`src/rtl/comparador_sequencial_if.sv`:
```
// Bundle between a requester, the sequential comparator controller and the
// shared 4-bit magnitude comparator it borrows one nibble per cycle.
interface comparador_sequencial_if #(
  parameter int NIBBLES = 4
);
  // Handshake: start is a request that the controller accepts only while idle
  // (busy=0 and done=0). Requests seen in any other cycle are dropped, not
  // queued. Operands are captured on the accepting edge. Each accepted request
  // produces exactly one single-cycle done pulse with aeqb/agtb/altb valid from
  // that cycle until the next completion.
  logic                   start;
  logic [4*NIBBLES-1:0]   a;
  logic [4*NIBBLES-1:0]   b;
  logic                   busy;
  logic                   done;
  logic                   aeqb;
  logic                   agtb;
  logic                   altb;
  logic                   cmp_err;
  logic [3:0]             cmp_a;
  logic [3:0]             cmp_b;
  logic                   cmp_eq;
  logic                   cmp_gt;
  logic                   cmp_lt;

  modport master (
    output start, a, b, cmp_eq, cmp_gt, cmp_lt,
    input  busy, done, aeqb, agtb, altb, cmp_err, cmp_a, cmp_b
  );

  modport slave (
    input  start, a, b, cmp_eq, cmp_gt, cmp_lt,
    output busy, done, aeqb, agtb, altb, cmp_err, cmp_a, cmp_b
  );
endinterface

```
`src/rtl/comparador_sequencial.sv`:
```
// Compares two wide unsigned operands MSB-first by reusing one external 4-bit
// comparator; returns a registered one-hot result with a single-cycle done.
module comparador_sequencial #(
  parameter int NIBBLES    = 4,
  parameter int EARLY_EXIT = 1
) (
  input  logic                   clk,
  input  logic                   rst,
  comparador_sequencial_if.slave bus,
  output logic [1:0]             state_o
);
  localparam int W  = 4 * NIBBLES;
  localparam int IW = (NIBBLES > 1) ? $clog2(NIBBLES) : 1;

  typedef enum logic [1:0] {
    IDLE    = 2'd0,
    COMPARE = 2'd1,
    DONE    = 2'd2
  } state_e;

  state_e          state_q;
  logic [IW-1:0]   idx_q;
  logic [W-1:0]    a_q;
  logic [W-1:0]    b_q;
  logic            decided_q;
  logic            dec_gt_q;
  logic            busy_q;
  logic            done_q;
  logic            aeqb_q;
  logic            agtb_q;
  logic            altb_q;
  logic            cmp_err_q;

  logic [3:0]      nib_a;
  logic [3:0]      nib_b;
  logic            s_eq;
  logic            s_gt;
  logic            one_hot;
  logic            last_step;
  logic            fin_dec;
  logic            fin_gt;

  always_comb begin
    nib_a = 4'd0;
    nib_b = 4'd0;
    for (int i = 0; i < NIBBLES; i++) begin
      if (idx_q == IW'(i)) begin
        nib_a = a_q[4*i +: 4];
        nib_b = b_q[4*i +: 4];
      end
    end
  end

  // A malformed sample resolves with priority eq > gt > lt, so all-zero reads as lt.
  always_comb begin
    s_eq      = bus.cmp_eq;
    s_gt      = !bus.cmp_eq && bus.cmp_gt;
    one_hot   = ({1'b0, bus.cmp_eq} + {1'b0, bus.cmp_gt} + {1'b0, bus.cmp_lt}) == 2'd1;
    last_step = ((EARLY_EXIT != 0) && !s_eq) || (idx_q == '0);
    fin_dec   = decided_q || !s_eq;
    fin_gt    = decided_q ? dec_gt_q : s_gt;
  end

  always_ff @(posedge clk) begin
    if (rst) begin
      state_q   <= IDLE;
      idx_q     <= '0;
      a_q       <= '0;
      b_q       <= '0;
      decided_q <= 1'b0;
      dec_gt_q  <= 1'b0;
      busy_q    <= 1'b0;
      done_q    <= 1'b0;
      aeqb_q    <= 1'b0;
      agtb_q    <= 1'b0;
      altb_q    <= 1'b0;
      cmp_err_q <= 1'b0;
    end else begin
      case (state_q)
        IDLE: begin
          done_q <= 1'b0;
          if (bus.start) begin
            a_q       <= bus.a;
            b_q       <= bus.b;
            idx_q     <= IW'(NIBBLES - 1);
            cmp_err_q <= 1'b0;
            decided_q <= 1'b0;
            dec_gt_q  <= 1'b0;
            busy_q    <= 1'b1;
            state_q   <= COMPARE;
          end
        end
        COMPARE: begin
          if (!one_hot) cmp_err_q <= 1'b1;
          // Only the most significant differing nibble decides the outcome.
          if (!decided_q && !s_eq) begin
            decided_q <= 1'b1;
            dec_gt_q  <= s_gt;
          end
          if (last_step) begin
            state_q <= DONE;
            busy_q  <= 1'b0;
            done_q  <= 1'b1;
            aeqb_q  <= !fin_dec;
            agtb_q  <= fin_dec && fin_gt;
            altb_q  <= fin_dec && !fin_gt;
          end else begin
            idx_q <= idx_q - IW'(1);
          end
        end
        DONE: begin
          done_q  <= 1'b0;
          state_q <= IDLE;
        end
        default: begin
          state_q <= IDLE;
          busy_q  <= 1'b0;
          done_q  <= 1'b0;
        end
      endcase
    end
  end

  assign bus.cmp_a   = (state_q == COMPARE) ? nib_a : 4'd0;
  assign bus.cmp_b   = (state_q == COMPARE) ? nib_b : 4'd0;
  assign bus.busy    = busy_q;
  assign bus.done    = done_q;
  assign bus.aeqb    = aeqb_q;
  assign bus.agtb    = agtb_q;
  assign bus.altb    = altb_q;
  assign bus.cmp_err = cmp_err_q;
  assign state_o     = state_q;
endmodule

```
`src/flat_wrapper.sv`:
```
// flat-port wrapper written by rule: the top's interface ports become plain ports
module comparador_sequencial_flat 
#(
  parameter int NIBBLES    = 4,
  parameter int EARLY_EXIT = 1
)
  (clk, rst, state_o, bus_start, bus_a, bus_b, bus_cmp_eq, bus_cmp_gt, bus_cmp_lt, bus_busy, bus_done, bus_aeqb, bus_agtb, bus_altb, bus_cmp_err, bus_cmp_a, bus_cmp_b);
  comparador_sequencial_if #(.NIBBLES(NIBBLES)) bus_i ();
  input  logic clk;
  input  logic rst;
  output logic [1:0] state_o;
  input wire logic [$bits(bus_i.start)-1:0] bus_start;
  input wire logic [$bits(bus_i.a)-1:0] bus_a;
  input wire logic [$bits(bus_i.b)-1:0] bus_b;
  input wire logic [$bits(bus_i.cmp_eq)-1:0] bus_cmp_eq;
  input wire logic [$bits(bus_i.cmp_gt)-1:0] bus_cmp_gt;
  input wire logic [$bits(bus_i.cmp_lt)-1:0] bus_cmp_lt;
  output wire logic [$bits(bus_i.busy)-1:0] bus_busy;
  output wire logic [$bits(bus_i.done)-1:0] bus_done;
  output wire logic [$bits(bus_i.aeqb)-1:0] bus_aeqb;
  output wire logic [$bits(bus_i.agtb)-1:0] bus_agtb;
  output wire logic [$bits(bus_i.altb)-1:0] bus_altb;
  output wire logic [$bits(bus_i.cmp_err)-1:0] bus_cmp_err;
  output wire logic [$bits(bus_i.cmp_a)-1:0] bus_cmp_a;
  output wire logic [$bits(bus_i.cmp_b)-1:0] bus_cmp_b;
  assign bus_i.start = bus_start;
  assign bus_i.a = bus_a;
  assign bus_i.b = bus_b;
  assign bus_i.cmp_eq = bus_cmp_eq;
  assign bus_i.cmp_gt = bus_cmp_gt;
  assign bus_i.cmp_lt = bus_cmp_lt;
  assign bus_busy = bus_i.busy;
  assign bus_done = bus_i.done;
  assign bus_aeqb = bus_i.aeqb;
  assign bus_agtb = bus_i.agtb;
  assign bus_altb = bus_i.altb;
  assign bus_cmp_err = bus_i.cmp_err;
  assign bus_cmp_a = bus_i.cmp_a;
  assign bus_cmp_b = bus_i.cmp_b;
  comparador_sequencial #(.NIBBLES(NIBBLES), .EARLY_EXIT(EARLY_EXIT)) u_core (.clk(clk), .rst(rst), .bus(bus_i), .state_o(state_o));
endmodule
```
`config.mk`:
```
export PLATFORM = sky130hd
export DESIGN_NAME = comparador_sequencial_flat
export DESIGN_NICKNAME = d
export VERILOG_FILES = /design/src/rtl/comparador_sequencial_if.sv /design/src/rtl/comparador_sequencial.sv /design/src/flat_wrapper.sv
export SDC_FILE = /design/constraint.sdc
export NUM_CORES = 1
export LEC_CHECK = 0
export ABC_CLOCK_PERIOD_IN_PS = 2100
export CORE_UTILIZATION = 47
export CTS_BUF_LIST = sky130_fd_sc_hd__clkbuf_8 sky130_fd_sc_hd__clkbuf_16
export DETAILED_ROUTE_END_ITERATION = 10
export PLACE_DENSITY = 0.78
export RECOVER_POWER = 100
export SETUP_SLACK_MARGIN = 0.2
export SLEW_MARGIN = 10
export SYNTH_ARGS = -nofsm -noshare
export SYNTH_HDL_FRONTEND = slang
export SYNTH_SLANG_ARGS = --single-unit
export TNS_END_PERCENT = 50
```
`constraint.sdc`:
```
create_clock -name clk -period 2.1 [get_ports clk]
set_input_delay 0.42 -clock clk [delete_from_list [all_inputs] [get_ports clk]]
set_output_delay 0.42 -clock clk [all_outputs]
set_load 0.02 [all_outputs]
```
### Word level (Yosys, flattened, before mapping)

Cells that the tools add are included.

* output and inout bits: 16
* logic and storage cells: 76
* bits of input ports: 38
* register bits: 44

* equal/unequal tests: 11
* reductions and logical operators: 21
* multiplexer cells: 27
* bitwise operators: 2
* $add $sub $neg: 3

Operator list (number)
* 4-bit two-way mux: 10
* 3-bit AND reduction: 4
* 2-bit two-way mux: 4
* 2-bit case mux with 2 select lines: 2
* 1-bit two-way mux: 7
* 2-bit by 1-bit equality test with 1-bit output, second input constant: 3
* 2-bit equality test, second input constant: 3
* 2-bit inequality test, second input constant: 3
* 1-bit case mux with 2 select lines: 3
* 2-bit AND reduction: 3
* 1-bit logical AND: 4
* 1-bit logical NOT: 4
* 2-bit logical NOT: 2
* 2-bit by 1-bit inequality test with 1-bit output, second input constant: 2
* 1-bit case mux with 3 select lines: 1
* 1-bit by 1-bit adder with 2-bit output: 1
* 2-bit by 1-bit adder with 2-bit output: 1
* 1-bit logical OR: 2
* 1-bit NOT: 2
* 2-bit nonzero test: 1
* 2-bit OR reduction: 1
* 2-bit by 1-bit subtractor with 2-bit output, second input constant: 1

### Logic depth before layout (Yosys ltp)

* depth after elaboration: 6
* mapped depth: 7
* gate-level depth less buffers: 5

### Least setup slack after synthesis

No wires, ideal clock.

* path kind: register -> output
* from: register u_core.idx_q[1]
* to: output port bus_cmp_a[1]
* stages on the path, launching flop included: 8
* setup slack: -177 ps
* path buffers: 2
* arrival: 1857 ps
* cells stage by stage: dfxtp_1 -> inv_1 -> ha_1 -> buf_2 -> nor2b_1 -> buf_2 -> a221oi_1 -> o41ai_1

* longest elaborated chain between the ends: 6
* elaborated cells between the ends (all ways): 9
* classes of those cells: eq/ne (3); mux (5); reduce/logical (1)

RTL lines
* from (decl): line comparador_sequencial.sv:22 `logic [IW-1:0] idx_q;`
* from (signal assigned): line comparador_sequencial.sv:85 `idx_q <= IW'(NIBBLES - 1);`
* from (signal assigned): line comparador_sequencial.sv:108 `idx_q <= idx_q - IW'(1);`
* 2-bit logical NOT: line comparador_sequencial.sv:47 `if (idx_q == IW'(i)) begin`
* 4-bit two-way mux (3 in a row): line comparador_sequencial.sv:47
* 4-bit two-way mux (*): line comparador_sequencial.sv:47
* 4-bit two-way mux (*): line comparador_sequencial.sv:124 `assign bus.cmp_a = (state_q == COMPARE) ? nib_a : 4'd0;`
* to (decl): line flat_wrapper.sv:24 `output wire logic [$bits(bus_i.cmp_a)-1:0] bus_cmp_a;`

Every way passes the cells marked *; elsewhere a longest branch is shown, timed or not.

### Worst setup path after layout

* from: register u_core.idx_q[0]
* to: output port bus_cmp_b[0]

* longest elaborated chain between the ends: 6
* elaborated cells between the ends (all ways): 9
* classes of those cells: eq/ne (3); mux (5); reduce/logical (1)

RTL lines
* 2-bit logical NOT: line comparador_sequencial.sv:47
* 4-bit two-way mux (3 in a row): line comparador_sequencial.sv:47
* 4-bit two-way mux (*): line comparador_sequencial.sv:47
* 4-bit two-way mux (*): line comparador_sequencial.sv:125 `assign bus.cmp_b = (state_q == COMPARE) ? nib_b : 4'd0;`
* to (decl): line flat_wrapper.sv:25 `output wire logic [$bits(bus_i.cmp_b)-1:0] bus_cmp_b;`

Marks and branches as above.

==> flow_summary.ini <==
[timing]
finClkSkew_ns = 0.00809
hold_viol = 0
setup_viol = 3
fmax_mhz = 466
worstMarginPinSlew_ns = 1.11
worst_slack_ns = -0.0451
slew_headroom = 0.260
post-route-period-util = 1.02
finalMaxSlewViolations = 0
fin_crit_ns = 2.15
grt_setup_unrepaired = yes
whs_ns = 0.457

[power_and_ir_drop]
p_leak_nw = 1.17
power_density_mw_per_mm2 = 663
ir_worst_vdd_v = 0.000518

[synth]
synth_edf_count = 0
yosys_warnings = 0
yosysTopAreaCellShare = 0.451
yosys_register_bits = 44
syn_area_per_cell_um2 = 8.07
ys_top_cells_by_area = dfxtp_1 45%, nand2_1 13%, a21oi_1 9.7%, a221oi_1 4.0%, o41ai_1 3.6%
async_flop_share = 0
seq_area_frac_synth = 0.451
yosysMostFrequentCell = nand2_1
synth_ff_type = dfxtp_1
synth.largest_area_cell = dfxtp_1
netlist_instances = 242
synth_cell_types = 30
synth_nets = 286
yosys-top-cells-count = 69 x nand2_1, 44 x dfxtp_1, 38 x a21oi_1
netlist_area_mm2 = 0.00195

[grt]
grt_use_met1 = 0.317
grt_pass1_wl_um = 8900
use_met3 = 0.0655
first_global_vias = 1928
grt_start_max_net_pins = 25
grt.met2_usage = 0.459
grt_busiest_layer = met2
grt_use_total = 0.275
gr-total-overflow = 0
antenna_found_initial = 0

[cts]
cts-htree-levels = 2
cts_tree = yes
clock_latency_ns = 0.30
cts_sinks = 44
cts_buffer_depth = 2
cts_root_buf = clkbuf_8
clk_pin_slew_worst_paths_ns = 0.08
cts_made_buffers = 5

[floorplan]
fp-row-count = 23
die_w_um = 66.4
start_util = 0.488
die_area_mm2 = 0.00441
core_area_mm2 = 0.00400
io_pins = 54
fp.dieH_um = 66.4

[worst_hold_path]
min_path_cells = 2
hp-start = u_core.b_q[9]
hold_class = register to register
hold_end = u_core.b_q[9]

[worst_setup_path]
worstSetupPathType = register to output pin
cp.required_ns = 1.68
r2r-end = u_core.idx_q[1]
worstSetupStartpointType = register
cp-end-kind = output pin
r2r-start = u_core.idx_q[0]
worstPathArrival_ns = 1.73
r2r_cells = 6
cp_max_fo = 4
rrSetupSlack_ns = 0.46

[routing]
ant_nets = 0
vias = 1967
first_pass_iters = 4
routed_wl_um = 5660
avgViaCountPerCell = 5.53
wl_per_cell_um = 15.9
dr.first_iter.drc_count = 146
drcViolationCount = 0

[layout]
stdcell_area_mm2 = 0.00293
diodes = 0
nNetsFinal = 350
fillers = 303
drive_above_1_share = 0.209
layout.cells.non_filler = 356
area_growth_pct = 49.9

[place]
port_buffers = 53
post-place-cells = 347
dp.final_hpwl_um = 3680
dpl_cell_area_mm2 = 0.00268
place.gp.congestion = 0.806

[run_status]
outcome = complete, but fails checks
violations = negative setup slack

[job]
cap_violations = 0
## registers in the layout, indices dropped and copies added, names as in the netlist, 2 cells and up
register / count
u_core.a_q: 16
u_core.b_q: 16
u_core.idx_q: 2
u_core.state_o: 2
## logic make-up (layout without fill, tap and decap cells)
kind of cell             after synthesis  in the layout  share of synthesized area
AO/OA/AOI/OAI                         62             62                      0.199
flip-flops                            44             44                      0.451
AND/OR/NAND/NOR                      104            104                      0.244
buffers and inverters                 26             90                     0.0635
adder cells (fa/ha/maj)                6              6                     0.0423
## power by group
part	switching, mW	internal [mW]
Sequential	0.0412	0.890
Combinational	0.262	0.249
Clock	0.275	0.221
## cell type report
cell class | instances | area [um^2] | share of cell area
clock inverters | 2 | 8.76 | 0.00299
clock buffers | 5 | 68.8 | 0.0235
flip-flops and latches | 44 | 886 | 0.303
repair buffers | 76 | 714 | 0.244
inverters | 7 | 28.8 | 0.00983
well taps | 50 | 62.6 | 0.0214
multi-input cells | 172 | 1160 | 0.395
## repair_timing
action / in CTS / in global routing
hold buffers: 0 / 0
pin swaps: 1 / 0
setup endpoints to repair: 8 / 8
resized for setup: 74 / 8
buffers inserted: 2 / 0
## critical path: stages, from the launching register on
cell and delay, ns:
dfxtp_4 0.39, inv_4 0.06, ha_4 0.15, nor2b_4 0.13, buf_6 0.13, a221oi_4 0.31
o41ai_4 0.09, buf_4 0.17
## layout by cell type, fill, tap and decap left out, drive strengths merged
cell type / instances
a211oi: 1
a21o: 1
a21oi: 38
a221oi: 9
a22o: 1
a32o: 1
and2b: 1
and4bb: 1
buf: 30
clkbuf: 6
clkdlybuf4s50: 45
clkinv: 1
dfxtp: 44
fa: 1
ha: 5
inv: 8
nand2: 69
nand2b: 3
nand3: 8
nand3b: 1
nand4b: 1
nor2: 5
nor2b: 10
nor3: 2
nor3b: 1
nor4b: 1
o21ai: 2
o22ai: 1
o41ai: 8
or3b: 1
## metal layers
metal | share of wire | routed length (um)
met3 | 0.061 | 348
met2 | 0.50 | 2820
met4 | 0.041 | 234
met5 | 0 | 0
met1 | 0.40 | 2270
## worst max path at each step
stage,start,to,cells past startpoint
2_1_floorplan,u_core.idx_q[0],bus_cmp_a[1],4
3_3_place_gp,u_core.idx_q[0],bus_cmp_a[0],6
3_5_place_dp,u_core.idx_q[0],bus_cmp_a[1],6
4_1_cts,u_core.idx_q[1],bus_cmp_a[1],6
5_1_grt,u_core.idx_q[1],bus_cmp_a[1],6
6_report,u_core.idx_q[0],bus_cmp_b[0],7
## per-stage QoR
| stage | setup slack, ns | util | power [mW] | setup TNS (ns) |
|---|---|---|---|---|
| after floorplan | 0.128 | - | 1.17 | 0 |
| after global placement | -0.506 | 0.671 | 1.36 | -3.87 |
| after detailed placement | -0.592 | 0.671 | 1.37 | -4.23 |
| after CTS | -0.0284 | 0.728 | 1.92 | -0.0598 |
| after global routing | -0.0843 | 0.732 | 2.02 | -0.429 |
| final | -0.0451 | 0.732 | 1.94 | -0.118 |
(Power assumes the default switching activity.)
